[src/rtl/snitch_acc_pkg.sv]
// Shared definitions for the accelerator scheduler and the unit it feeds.
package snitch_acc_pkg;

  localparam int unsigned DefIdWidth    = 5;
  localparam int unsigned DefLogCores   = 2;
  localparam int unsigned DefExtIdWidth = DefIdWidth + DefLogCores;

  // Request ID as seen by the shared unit: {core index, core-side ID}.
  typedef logic [DefExtIdWidth-1:0] ext_id_t;

  // Index width that stays at least one bit wide for a single core.
  function automatic int unsigned idx_width(input int unsigned n);
    return (n > 1) ? $clog2(n) : 1;
  endfunction

  // Builds an extended ID from a core index and a core-side ID.
  function automatic ext_id_t ext_id(input logic [DefLogCores-1:0] core,
                                     input logic [DefIdWidth-1:0]  id);
    return {core, id};
  endfunction

endpackage

[src/rtl/snitch_acc_credit.sv]
// Per-core saturating in-flight counter; simultaneous inc and dec cancel.
module snitch_acc_credit
  import snitch_acc_pkg::*;
#(
  parameter int unsigned MaxOutstanding = 4,
  localparam int unsigned CntWidth = $clog2(MaxOutstanding + 1)
) (
  input  logic clk_i,
  input  logic rst_i,
  input  logic inc_i,
  input  logic dec_i,
  output logic full_o,
  output logic empty_o
);

  logic [CntWidth-1:0] cnt;
  logic                do_inc;
  logic                do_dec;

  assign full_o  = (cnt == CntWidth'(MaxOutstanding));
  assign empty_o = (cnt == '0);
  assign do_inc  = inc_i & ~full_o;
  assign do_dec  = dec_i & ~empty_o;

  // Counter update, clamped at both ends.
  always_ff @(posedge clk_i) begin
    if (rst_i) begin
      cnt <= '0;
    end else if (do_inc && !do_dec) begin
      cnt <= cnt + CntWidth'(1);
    end else if (do_dec && !do_inc) begin
      cnt <= cnt - CntWidth'(1);
    end
  end

endmodule

[src/rtl/snitch_acc_sched.sv]
// Credit-gated round-robin scheduler sharing one accelerator unit among cores.
// Requests pass through a one-entry register stage; responses are routed
// back combinationally using the core index carried in the extended ID.
module snitch_acc_sched
  import snitch_acc_pkg::*;
#(
  parameter int unsigned NrCores        = 4,
  parameter int unsigned IdWidth        = 5,
  parameter int unsigned PayloadWidth   = 160,
  parameter int unsigned DataWidth      = 32,
  parameter int unsigned MaxOutstanding = 4,
  parameter int unsigned LogCores       = idx_width(NrCores),
  parameter int unsigned ExtIdWidth     = IdWidth + LogCores
) (
  input  logic                                  clk_i,
  input  logic                                  rst_i,
  input  logic [NrCores-1:0]                    core_qvalid_i,
  output logic [NrCores-1:0]                    core_qready_o,
  input  logic [NrCores-1:0][IdWidth-1:0]       core_qid_i,
  input  logic [NrCores-1:0][PayloadWidth-1:0]  core_qdata_i,
  output logic                                  sfu_qvalid_o,
  input  logic                                  sfu_qready_i,
  output logic [ExtIdWidth-1:0]                 sfu_qid_o,
  output logic [PayloadWidth-1:0]               sfu_qdata_o,
  input  logic                                  sfu_pvalid_i,
  output logic                                  sfu_pready_o,
  input  logic [ExtIdWidth-1:0]                 sfu_pid_i,
  input  logic [DataWidth-1:0]                  sfu_pdata_i,
  input  logic                                  sfu_perror_i,
  output logic [NrCores-1:0]                    core_pvalid_o,
  input  logic [NrCores-1:0]                    core_pready_i,
  output logic [IdWidth-1:0]                    core_pid_o,
  output logic [DataWidth-1:0]                  core_pdata_o,
  output logic                                  core_perror_o,
  output logic                                  busy_o,
  output logic                                  unexpected_rsp_o
);

  logic [NrCores-1:0]      full;
  logic [NrCores-1:0]      empty;
  logic [NrCores-1:0]      inc;
  logic [NrCores-1:0]      dec;
  logic [NrCores-1:0]      elig;
  logic [LogCores-1:0]     last_idx;
  logic [LogCores-1:0]     grant_idx;
  logic                    grant_vld;
  logic                    accept;
  logic                    req_hs;
  logic [IdWidth-1:0]      grant_qid;
  logic [PayloadWidth-1:0] grant_qdata;
  logic [LogCores-1:0]     sel;
  logic                    routed;
  logic                    routed_ready;

  logic                    vld_p0;
  logic [ExtIdWidth-1:0]   id_p0;
  logic [PayloadWidth-1:0] data_p0;

  assign elig   = core_qvalid_i & ~full;
  assign accept = ~vld_p0 | sfu_qready_i;
  assign req_hs = grant_vld & accept & ~rst_i;

  // Round-robin search over eligible cores, starting after the last grant.
  always_comb begin
    int unsigned idx;
    grant_vld = 1'b0;
    grant_idx = '0;
    idx       = 0;
    for (int unsigned k = 0; k < NrCores; k++) begin
      idx = (32'(last_idx) + 32'd1 + k) % NrCores;
      for (int unsigned i = 0; i < NrCores; i++) begin
        if (!grant_vld && (i == idx) && elig[i]) begin
          grant_vld = 1'b1;
          grant_idx = LogCores'(i);
        end
      end
    end
  end

  // Grant decode, credit increments and granted-request mux.
  always_comb begin
    grant_qid   = '0;
    grant_qdata = '0;
    for (int unsigned i = 0; i < NrCores; i++) begin
      core_qready_o[i] = req_hs & (grant_idx == LogCores'(i));
      inc[i]           = req_hs & (grant_idx == LogCores'(i));
      if (grant_idx == LogCores'(i)) begin
        grant_qid   = core_qid_i[i];
        grant_qdata = core_qdata_i[i];
      end
    end
  end

  // Stage p0 control: occupancy and round-robin pointer.
  always_ff @(posedge clk_i) begin
    if (rst_i) begin
      vld_p0   <= 1'b0;
      last_idx <= LogCores'(NrCores - 1);
    end else begin
      if (accept) vld_p0 <= req_hs;
      if (req_hs) last_idx <= grant_idx;
    end
  end

  // Stage p0 data: loaded only on a core handshake, held under backpressure.
  always_ff @(posedge clk_i) begin
    if (req_hs) begin
      id_p0   <= {grant_idx, grant_qid};
      data_p0 <= grant_qdata;
    end
  end

  // Data registers are not reset, so the outputs read zero while empty.
  assign sfu_qvalid_o = vld_p0;
  assign sfu_qid_o    = vld_p0 ? id_p0 : '0;
  assign sfu_qdata_o  = vld_p0 ? data_p0 : '0;

  assign sel = sfu_pid_i[ExtIdWidth-1:IdWidth];

  // Response routing; responses for unknown or idle cores are swallowed.
  always_comb begin
    routed       = 1'b0;
    routed_ready = 1'b0;
    for (int unsigned i = 0; i < NrCores; i++) begin
      if ((sel == LogCores'(i)) && !empty[i]) begin
        routed       = 1'b1;
        routed_ready = core_pready_i[i];
      end
    end
    for (int unsigned i = 0; i < NrCores; i++) begin
      core_pvalid_o[i] = sfu_pvalid_i & routed & (sel == LogCores'(i));
    end
  end

  assign dec              = core_pvalid_o & core_pready_i;
  assign sfu_pready_o     = routed ? routed_ready : 1'b1;
  assign unexpected_rsp_o = sfu_pvalid_i & ~routed;
  assign core_pid_o       = sfu_pid_i[IdWidth-1:0];
  assign core_pdata_o     = sfu_pdata_i;
  assign core_perror_o    = sfu_perror_i;
  assign busy_o           = vld_p0 | ~(&empty);

  for (genvar g = 0; g < NrCores; g++) begin : gen_credit
    snitch_acc_credit #(
      .MaxOutstanding(MaxOutstanding)
    ) i_credit (
      .clk_i  (clk_i),
      .rst_i  (rst_i),
      .inc_i  (inc[g]),
      .dec_i  (dec[g]),
      .full_o (full[g]),
      .empty_o(empty[g])
    );
  end

endmodule

[config.mk]
export PLATFORM = sky130hd
export DESIGN_NAME = snitch_acc_sched
export DESIGN_NICKNAME = d
export VERILOG_FILES = /design/src/rtl/snitch_acc_pkg.sv /design/src/rtl/snitch_acc_credit.sv /design/src/rtl/snitch_acc_sched.sv
export SDC_FILE = /design/constraint.sdc
export NUM_CORES = 1
export LEC_CHECK = 0
export CELL_PAD_IN_SITES_DETAIL_PLACEMENT = 1
export CELL_PAD_IN_SITES_GLOBAL_PLACEMENT = 1
export CORE_AREA = 10 10 356 358
export CTS_BUF_LIST = sky130_fd_sc_hd__clkbuf_4
export DETAILED_ROUTE_END_ITERATION = 8
export DIE_AREA = 0 0 366 368
export PLACE_DENSITY = 0.39
export SYNTH_ARGS = -nofsm -noshare
export SYNTH_HDL_FRONTEND = slang
export SYNTH_HIERARCHICAL = 1
export SYNTH_SLANG_ARGS = --single-unit
[constraint.sdc]
create_clock -name clk_i -period 19.37 [get_ports clk_i]
set_clock_uncertainty 0.2 [all_clocks]
set_input_delay 5.811 -clock clk_i [delete_from_list [all_inputs] [get_ports clk_i]]
set_output_delay 5.811 -clock clk_i [all_outputs]
set_load 0.005 [all_outputs]
==> results of run 1 <==
## synth_stat cells (all sizes together) (7+ instances only)
cell / n / share of area
clkbuf: 20 / 0.0061
mux2i: 499 / 0.39
nand2b: 9 / 0.0044
buf: 92 / 0.053
nor3b: 8 / 0.0047
nor2: 13 / 0.0038
dfxtp: 15 / 0.023
nor3: 7 / 0.0027
nor2b: 9 / 0.0044
o21ai: 7 / 0.0030
xor2: 8 / 0.0054
inv: 7 / 0.0020
edfxtp: 167 / 0.39
and2: 173 / 0.084
## layout make-up
type,instances,area [um2]
antenna,7,17.52
clock buffer,19,142.6
clock inverter,13,120.1
fill,13570,96210
inverter,8,50.05
multi-input combinational,771,6819
sequential,182,5319
tap,1612,2017
timing repair buffer,867,8641
## registers in the layout (all words and copies together) (netlist names)
name,cells
data_p0,160
sfu_qvalid_o,1
gen_credit.i_credit/cnt,12
id_p0,7
last_idx,2
## worst max-delay path: stages
cell and delay, ns:
clkdlybuf4s50_1 0.50, nor2b_1 0.26, a2bb2oi_1 0.15, o21ai_4 0.69, buf_4 0.56, nor3b_1 0.38
clkdlybuf4s50_1 0.64
## cell families (layout without fill, tap and decap cells)
group                      Yosys count  after routing  share of synthesized area
muxes                              500            500                     0.3885
and+or+nand+nor                    233            233                     0.1113
DFF                                182            182                     0.4116
buffers and inverters              120            907                    0.06182
AOI/OAI and AO/OA                   22             22                    0.01124
adders and majority gates            8              8                    0.01008
xor gates and xnor gates             8              8                   0.005426
other                                0              7                          0
## power breakdown
part | total, uW | internal [uW] | switching (uW)
Combinational | 798 | 409 | 389
Sequential | 543 | 521 | 21.6
Clock | 239 | 68.6 | 171
Total | 1580 | 999 | 581
## final timing paths
path | endpoint | cells past startpoint | slack (ns)
setup reg to reg | data_p0[142] | 9 | 14.59
setup / recovery | core_qready_o[1] | 7 | 4.35
hold / removal | gen_credit[1].i_credit/cnt[2] | 2 | 0.32
hold reg to reg | gen_credit[1].i_credit/cnt[2] | 2 | 0.32
## metal layers
layer	GRT usage	routed length, um
met5	0	35
met4	0.03406	1876
met3	0.04132	5481
met2	0.2217	44240
met1	0.1323	33210
## per-stage QoR
| stage | instances | utilization | hold WS [ns] |
|---|---|---|---|
| finish | 3479 | 0.1938 | 0.3195 |
| global route | 3474 | 0.1937 | 0.3460 |
| CTS | 3472 | 0.1936 | 0.3241 |
| detailed placement | 3440 | 0.1914 | 0.3025 |
| global placement | 3440 | 0.1914 | 0.2814 |
| floorplan | 1073 | - | 0.2609 |
==> metrics.yaml, run 1 <==
hold_violations: 0
grt_pass1_wl_mm: 115.2
timing.final.ws_setup_ns: 4.349
fin_crit_ns: 15.02
hold_class: "flip-flop to flip-flop"
fp.coreArea_um2: 119300
grt_max_degree: 84
ys_seq_elements: 182
overflow: 0
vdd.ir_drop.worst_mv: 0.04067
clockRootBuffer: "clkbuf_4"
crit_required_ns: 13.36
row_count: 127
synth_nets: 1793
hpwl_mm: 70.80
clock.fmax_mhz: 66.57
cts_sinks: 182
fp.dieW_um: 366
p_per_area_nw_per_um2: 68.34
min_from: "gen_credit[1].i_credit/cnt[2]"
worst_slew_pin_slew_ns: 1.096
synth-main-ff-cell: "edfxtp_1"
worstReg2RegStart: "gen_credit[2].i_credit/cnt[0]"
clk_latency_ns: 0.77
antenna_found_initial: 19
grt.total_usage: 0.1215
status: "finished clean"
total_power_uw: 1580
cp_max_fo: 26
syn_area_um2: 12910
die_y_um: 368
portBuffers: 852
crit_path_end_kind: "primary output"
vias: 11750
fin_setup_tns_ns: 0
final_max_slew_viol_count: 0
post_cts_buffers: 0
pin_count: 929
crit_type: "input port to primary output"
avgSynthCellArea_um2: 12.04
relSlewSlack: 0.2595
cp-startpoint: "core_qvalid_i[1]"
synth_edf_count: 167
cap_viol_max_count: 0
dr.first_iter.drc_count: 311
postSynth.asyncResetShare: 0
dieArea_um2: 134700
dp_slack_ns: 4.306
leakagePower_uw: 0.008465
routedWlPerCell_um: 24.39
final_area_um2: 23130
cts_max_level: 4
clk_pin_slew_ns: 0.17
drt-pass1-iter-count: 6
post-route-period-util: 0.7755
seq_area_frac_synth: 0.4116
drcViolationCount: 0
yosys_warnings: 6
setup_viol: 0
cts_buffer_depth: 2
nNetsFinal: 2567
ant_nets: 0
startpoint_type: "input port"
grt_pass1_vias: 13470
viasPerCell: 3.378
rsz0062_at_grt: "no"
arrival_ns: 9.01
cts_inserted_buffers: 17
yosys.cell_types.count: 41
drive_gt1_frac: 0.03011
initial_core_util: 0.1082
tritoncts: "yes"
final_common_cell: "clkdlybuf4s50_1"
layout_common_cells: "852 x clkdlybuf4s50_1, 499 x mux2i_1, 173 x and2_1, 167 x edfxtp_1, 19 x clkbuf_4"
routabilityCongestion: 0.8115
ctsHoldBuffers: 0
area_growth_pct: 79.08
cts_resized: 0
netlist_instances: 1073
wl_mm: 84.84
place_area_um2: 22850
Power figures use the tool's default switching activity.
==> inputs of run 2 (changes only) <==
--- a/config.mk
+++ b/config.mk
@@ -7,11 +7,11 @@
 export LEC_CHECK = 0
 export CELL_PAD_IN_SITES_DETAIL_PLACEMENT = 1
 export CELL_PAD_IN_SITES_GLOBAL_PLACEMENT = 1
-export CORE_AREA = 10 10 356 358
+export CORE_AREA = 10 10 349 351
 export CTS_BUF_LIST = sky130_fd_sc_hd__clkbuf_4
 export DETAILED_ROUTE_END_ITERATION = 8
-export DIE_AREA = 0 0 366 368
-export PLACE_DENSITY = 0.39
+export DIE_AREA = 0 0 359 361
+export PLACE_DENSITY = 0.42
 export SYNTH_ARGS = -nofsm -noshare
 export SYNTH_HDL_FRONTEND = slang
 export SYNTH_HIERARCHICAL = 1
==> constraint.sdc (replaced) <==
create_clock -name clk_i -period 12.85 [get_ports clk_i]
set_clock_uncertainty 0.2 [all_clocks]
set_input_delay 3.855 -clock clk_i [delete_from_list [all_inputs] [get_ports clk_i]]
set_output_delay 3.855 -clock clk_i [all_outputs]
set_load 0.005 [all_outputs]
==> metrics.yaml, run 2 (same netlist as run 1, synthesis figures left out) <==
worst_slew_pin_slew_ns: 1.043  # -0.05244 ns
drcViolationCount: 0  # unchanged
timing.final.ws_setup_ns: 2.118  # -2.232 ns
wl_mm: 82.17  # -3.2%
dr.first_iter.drc_count: 354  # +14%
fp.dieW_um: 359  # -1.9%
r2r_slack_ns: 8.68  # -5.91 ns
m1WireLength_mm: 32.26  # -2.9%
fin_crit_ns: 10.73
grt.total_usage: 0.1214  # -0.0001495
grt_pass1_vias: 13470  # -0.045%
hpwl_mm: 68.78  # -2.9%
crit_path_end_kind: "primary output"
final_max_slew_viol_count: 0  # unchanged
p_per_area_nw_per_um2: 103.8  # +52%
startpoint_type: "input port"
clk_latency_ns: 0.79  # +0.02 ns
antenna_found_initial: 8  # -11
cts_sinks: 182  # unchanged
pin_count: 929  # unchanged
cts_inserted_buffers: 17  # unchanged
die_y_um: 361  # -1.9%
leakagePower_uw: 0.008477  # +0.14%
clk_pin_slew_ns: 0.15  # -0.02 ns
grt_pass1_wl_mm: 112.0  # -2.8%
status: "finished clean"
r2r_cells: 13  # +4
fin_setup_tns_ns: 0  # unchanged
setup_viol: 0  # unchanged
cts_max_level: 4  # unchanged
top_register: "data_p0"
drt-pass1-iter-count: 4  # -2
ant_nets: 0  # unchanged
tritoncts: "yes"
nNetsFinal: 2569  # +0.078%
crit_required_ns: 8.80  # -4.56 ns
dp_slack_ns: 2.078  # -2.228 ns
fp.coreArea_um2: 115100  # -3.5%
initial_core_util: 0.1122  # +0.003972
cts_resized: 0  # unchanged
post-route-period-util: 0.8352
post_cts_buffers: 0  # unchanged
viasPerCell: 3.430  # +1.6%
nFillCells: 13100  # -3.5%
vias: 11650  # -0.89%
layout_common_cells: "852 x clkdlybuf4s50_1, 499 x mux2i_1, 173 x and2_1, 167 x edfxtp_1, 18 x clkbuf_4"
drive_gt1_frac: 0.03115  # +0.001042
hold_class: "flip-flop to flip-flop"
area_growth_pct: 78.67
clock.fmax_mhz: 93.18
vdd.ir_drop.worst_mv: 0.06187  # +52%
maxUsedRoutingLayer: "met5"
final_common_cell: "clkdlybuf4s50_1"
dr_wl_met2_mm: 43.68  # -1.3%
arrival_ns: 6.68  # -2.33 ns
cp_max_fo: 69  # +170%
routabilityCongestion: 0.7747  # -4.5%
dieArea_um2: 129600  # -3.8%
cap_viol_max_count: 0  # unchanged
ctsHoldBuffers: 0  # unchanged
overflow: 0  # unchanged
hold_depth: 2  # unchanged
clockRootBuffer: "clkbuf_4"
biggestRegsByFlops: "data_p0: 160 flops, gen_credit.i_credit/cnt: 12 flops, id_p0: 7 flops"
wl_met3_mm: 5.293  # -3.4%
row_count: 125  # -1.6%
grt_max_degree: 96  # +14%
portBuffers: 852  # unchanged
rsz0062_at_grt: "no"
cts_buffer_depth: 2  # unchanged
relSlewSlack: 0.3044  # +0.04492
largest_reg_flops: 160  # unchanged
crit_type: "input port to primary output"
hold_violations: 0  # unchanged
routedWlPerCell_um: 24.20  # -0.76%
[run 2: cell count changes in the layout (fill, tap and decap cells not counted), sizes merged]
cell / change
buf: +2
clkinv: -3
diode: +2
bufinv: +1
clkinvlp: +3
clkbuf: -1
[run 2: worst paths after layout]
kind                                                    start                            end
worst max-delay path                         core_qvalid_i[1]               core_qready_o[1]
worst max register to register  gen_credit[3].i_credit/cnt[2]  gen_credit[1].i_credit/cnt[2]
worst min register to register  gen_credit[1].i_credit/cnt[2]  gen_credit[1].i_credit/cnt[2]
worst min-delay path            gen_credit[1].i_credit/cnt[2]  gen_credit[1].i_credit/cnt[2]
[run 2: where the power goes]
part           switching, uW  internal (uW)
clock network            264            124
registers               31.6            786
logic                    572            618
[run 2: final cells by class]
cell class | instances | area [um2] | share of cell area
Antenna cell | 9 | 22.52 | 0.0009761
Clock buffer | 18 | 135.1 | 0.005857
Clock inverter | 14 | 165.2 | 0.007158
Inverter | 8 | 50.05 | 0.002169
Multi-Input combinational cell | 771 | 6819 | 0.2955
Sequential cell | 182 | 5319 | 0.2305
Tap cell | 1524 | 1907 | 0.08264
Timing Repair Buffer | 869 | 8656 | 0.3751
[run 2: stage by stage]
step | hold slack [ns] | instances | instance area [um2] | total power, uW | utilization
after floorplan | 0.2609 | 1073 | 12910 | 1474 | -
after global placement | 0.2790 | 3354 | 22750 | 2056 | 0.1976
after detailed placement | 0.3206 | 3354 | 22750 | 2066 | 0.1976
after CTS | 0.3419 | 3386 | 23050 | 2490 | 0.2003
after global routing | 0.3674 | 3393 | 23070 | 2567 | 0.2004
final | 0.3370 | 3395 | 23070 | 2396 | 0.2004
[run 2: routing by layer]
metal	GRT usage	vias to the layer above
li1	-	5449
met1	0.1321	5686
met2	0.2256	462
met3	0.04199	47
met4	0.02325	2
met5	0	-
[run 2: critical path, cell delays in order]
cell and delay (ns):
clkdlybuf4s50_1 0.50, nor2b_1 0.29, o221a_1 0.26, or3_4 0.18, clkinv_8 0.35, nor3b_1 0.52
clkdlybuf4s50_1 0.66
==> inputs of run 3 (changes only) <==
==> constraint.sdc (replaced) <==
create_clock -name clk_i -period 8.8 [get_ports clk_i]
set_clock_uncertainty 0.2 [all_clocks]
set_input_delay 2.64 -clock clk_i [delete_from_list [all_inputs] [get_ports clk_i]]
set_output_delay 2.64 -clock clk_i [all_outputs]
set_load 0.005 [all_outputs]
==> metrics.yaml, run 3 (same netlist as run 1, synthesis figures left out) <==
leakagePower_uw: 0.008447  # -0.34%
clock.fmax_mhz: 124.6
grt_pass1_wl_mm: 111.0  # -0.84%
cts_buffer_depth: 2  # unchanged
post-route-period-util: 0.9121
layout_common_cells: "852 x clkdlybuf4s50_1, 499 x mux2i_1, 173 x and2_1, 167 x edfxtp_1, 19 x clkbuf_4"
fp.dieW_um: 359  # unchanged
fin_setup_tns_ns: 0  # unchanged
dr.first_iter.drc_count: 369  # +4.2%
grt_pass1_vias: 13330  # -1.0%
worstReg2RegStart: "gen_credit[1].i_credit/cnt[2]"
status: "finished clean"
post_cts_buffers: 0  # unchanged
routedWlPerCell_um: 24.16  # -0.18%
antenna_found_initial: 9  # +1
rsz0062_at_grt: "no"
vias: 11620  # -0.19%
drcViolationCount: 0  # unchanged
setup_viol: 0  # unchanged
arrival_ns: 5.19  # -1.49 ns
fin_crit_ns: 8.026
p_per_area_nw_per_um2: 149.5  # +44%
hold_class: "flip-flop to flip-flop"
row_count: 125  # unchanged
r2r-end: "data_p0[122]"
area_growth_pct: 78.42
min_from: "gen_credit[0].i_credit/cnt[2]"
cp_max_fo: 5  # -93%
relSlewSlack: 0.3505  # +0.04611
final_max_slew_viol_count: 0  # unchanged
dieArea_um2: 129600  # unchanged
pin_count: 929  # unchanged
tritoncts: "yes"
nNetsFinal: 2566  # -0.12%
r2r_cells: 8  # -5
vdd.ir_drop.worst_mv: 0.09310  # +50%
ant_nets: 0  # unchanged
crit_path_end_kind: "primary output"
ctsHoldBuffers: 0  # unchanged
nFillCells: 13140  # +0.26%
clk_latency_ns: 0.79  # about the same
hold_depth: 2  # unchanged
cts_resized: 0  # unchanged
grt_max_degree: 99  # +3.1%
fp.coreArea_um2: 115100  # unchanged
worst_slew_pin_slew_ns: 0.9743  # -0.06916 ns
hpwl_mm: 68.96  # +0.27%
wl_mm: 81.95  # -0.27%
cap_viol_max_count: 0  # unchanged
grt.total_usage: 0.1209  # -0.0004753
r2r_slack_ns: 4.32  # -4.36 ns
final_common_cell: "clkdlybuf4s50_1"
overflow: 0  # unchanged
routabilityCongestion: 0.7676  # -0.92%
portBuffers: 852  # unchanged
largest_reg_flops: 160  # unchanged
cts_sinks: 182  # unchanged
crit_required_ns: 5.96  # -2.84 ns
cts_inserted_buffers: 17  # unchanged
crit_type: "input port to primary output"
dp_slack_ns: 0.7282  # -1.350 ns
biggestRegsByFlops: "data_p0: 160 flops, gen_credit.i_credit/cnt: 12 flops, id_p0: 7 flops"
startpoint_type: "input port"
initial_core_util: 0.1122  # unchanged
cts_max_level: 4  # unchanged
drt-pass1-iter-count: 4  # unchanged
die_y_um: 361  # unchanged
min_delay_worst_endpoint: "gen_credit[0].i_credit/cnt[2]"
timing.final.ws_setup_ns: 0.7739  # -1.344 ns
hold_violations: 0  # unchanged
clk_pin_slew_ns: 0.17  # +0.02 ns
clockRootBuffer: "clkbuf_4"
viasPerCell: 3.427  # -0.10%
top_register: "data_p0"
drive_gt1_frac: 0.02959  # -0.001564
## run 3: cell type report
cell class | instances | area [um2] | area share
timing repair buffer | 866 | 8658 | 0.3758
multi-input combinational | 771 | 6819 | 0.2960
sequential | 182 | 5319 | 0.2308
antenna | 9 | 22.52 | 0.0009775
clock buffer | 19 | 142.6 | 0.006191
tap | 1524 | 1907 | 0.08276
clock inverter | 13 | 122.6 | 0.005322
inverter | 8 | 50.05 | 0.002172
## run 3: worst max-delay path, stage by stage
cell             delay [ns]
clkdlybuf4s50_1        0.48
nor2b_1                0.28
nand2b_1               0.17
o21ai_0                0.18
or2_1                  0.41
nor3b_1                0.40
clkdlybuf4s50_1        0.63
## run 3: power breakdown
group | internal [uW] | switching (uW)
sequential | 1150 | 60.5
combinational | 904 | 815
clock | 149 | 367
total | 2200 | 1240
## run 3: worst max path at each step
stage	start	to	slack (ns)	cells past startpoint
2_1_floorplan	core_qvalid_i[1]	data_p0[0]	1.43	5
3_3_place_gp	sfu_qready_i	core_qready_o[1]	0.72	6
3_5_place_dp	sfu_qready_i	core_qready_o[1]	0.73	6
4_1_cts	sfu_qready_i	core_qready_o[1]	0.72	6
5_1_grt	core_qvalid_i[1]	core_qready_o[1]	0.61	7
6_report	core_qvalid_i[1]	core_qready_o[1]	0.77	7
## run 3: through the flow
step / power, uW / cells / util / area [um2] / hold WS (ns)
after floorplan: 2152 / 1073 / - / 12910 / 0.2609
after global placement: 2993 / 3351 / 0.1977 / 22750 / 0.2777
after detailed placement: 3009 / 3351 / 0.1977 / 22750 / 0.3123
after CTS: 3584 / 3383 / 0.2000 / 23020 / 0.3333
after global routing: 3687 / 3388 / 0.2001 / 23030 / 0.3680
final: 3444 / 3392 / 0.2002 / 23040 / 0.3410
## run 3: metal layers
| metal | track usage | share of wire | vias to the layer above | routed length (um) |
|---|---|---|---|---|
| met5 | 0 | 0.000085 | - | 7 |
| met1 | 0.1323 | 0.40 | 5681 | 32490 |
| li1 | - | - | 5440 | - |
| met3 | 0.04248 | 0.063 | 42 | 5168 |
| met4 | 0.02107 | 0.012 | 2 | 957 |
| met2 | 0.2244 | 0.53 | 459 | 43330 |
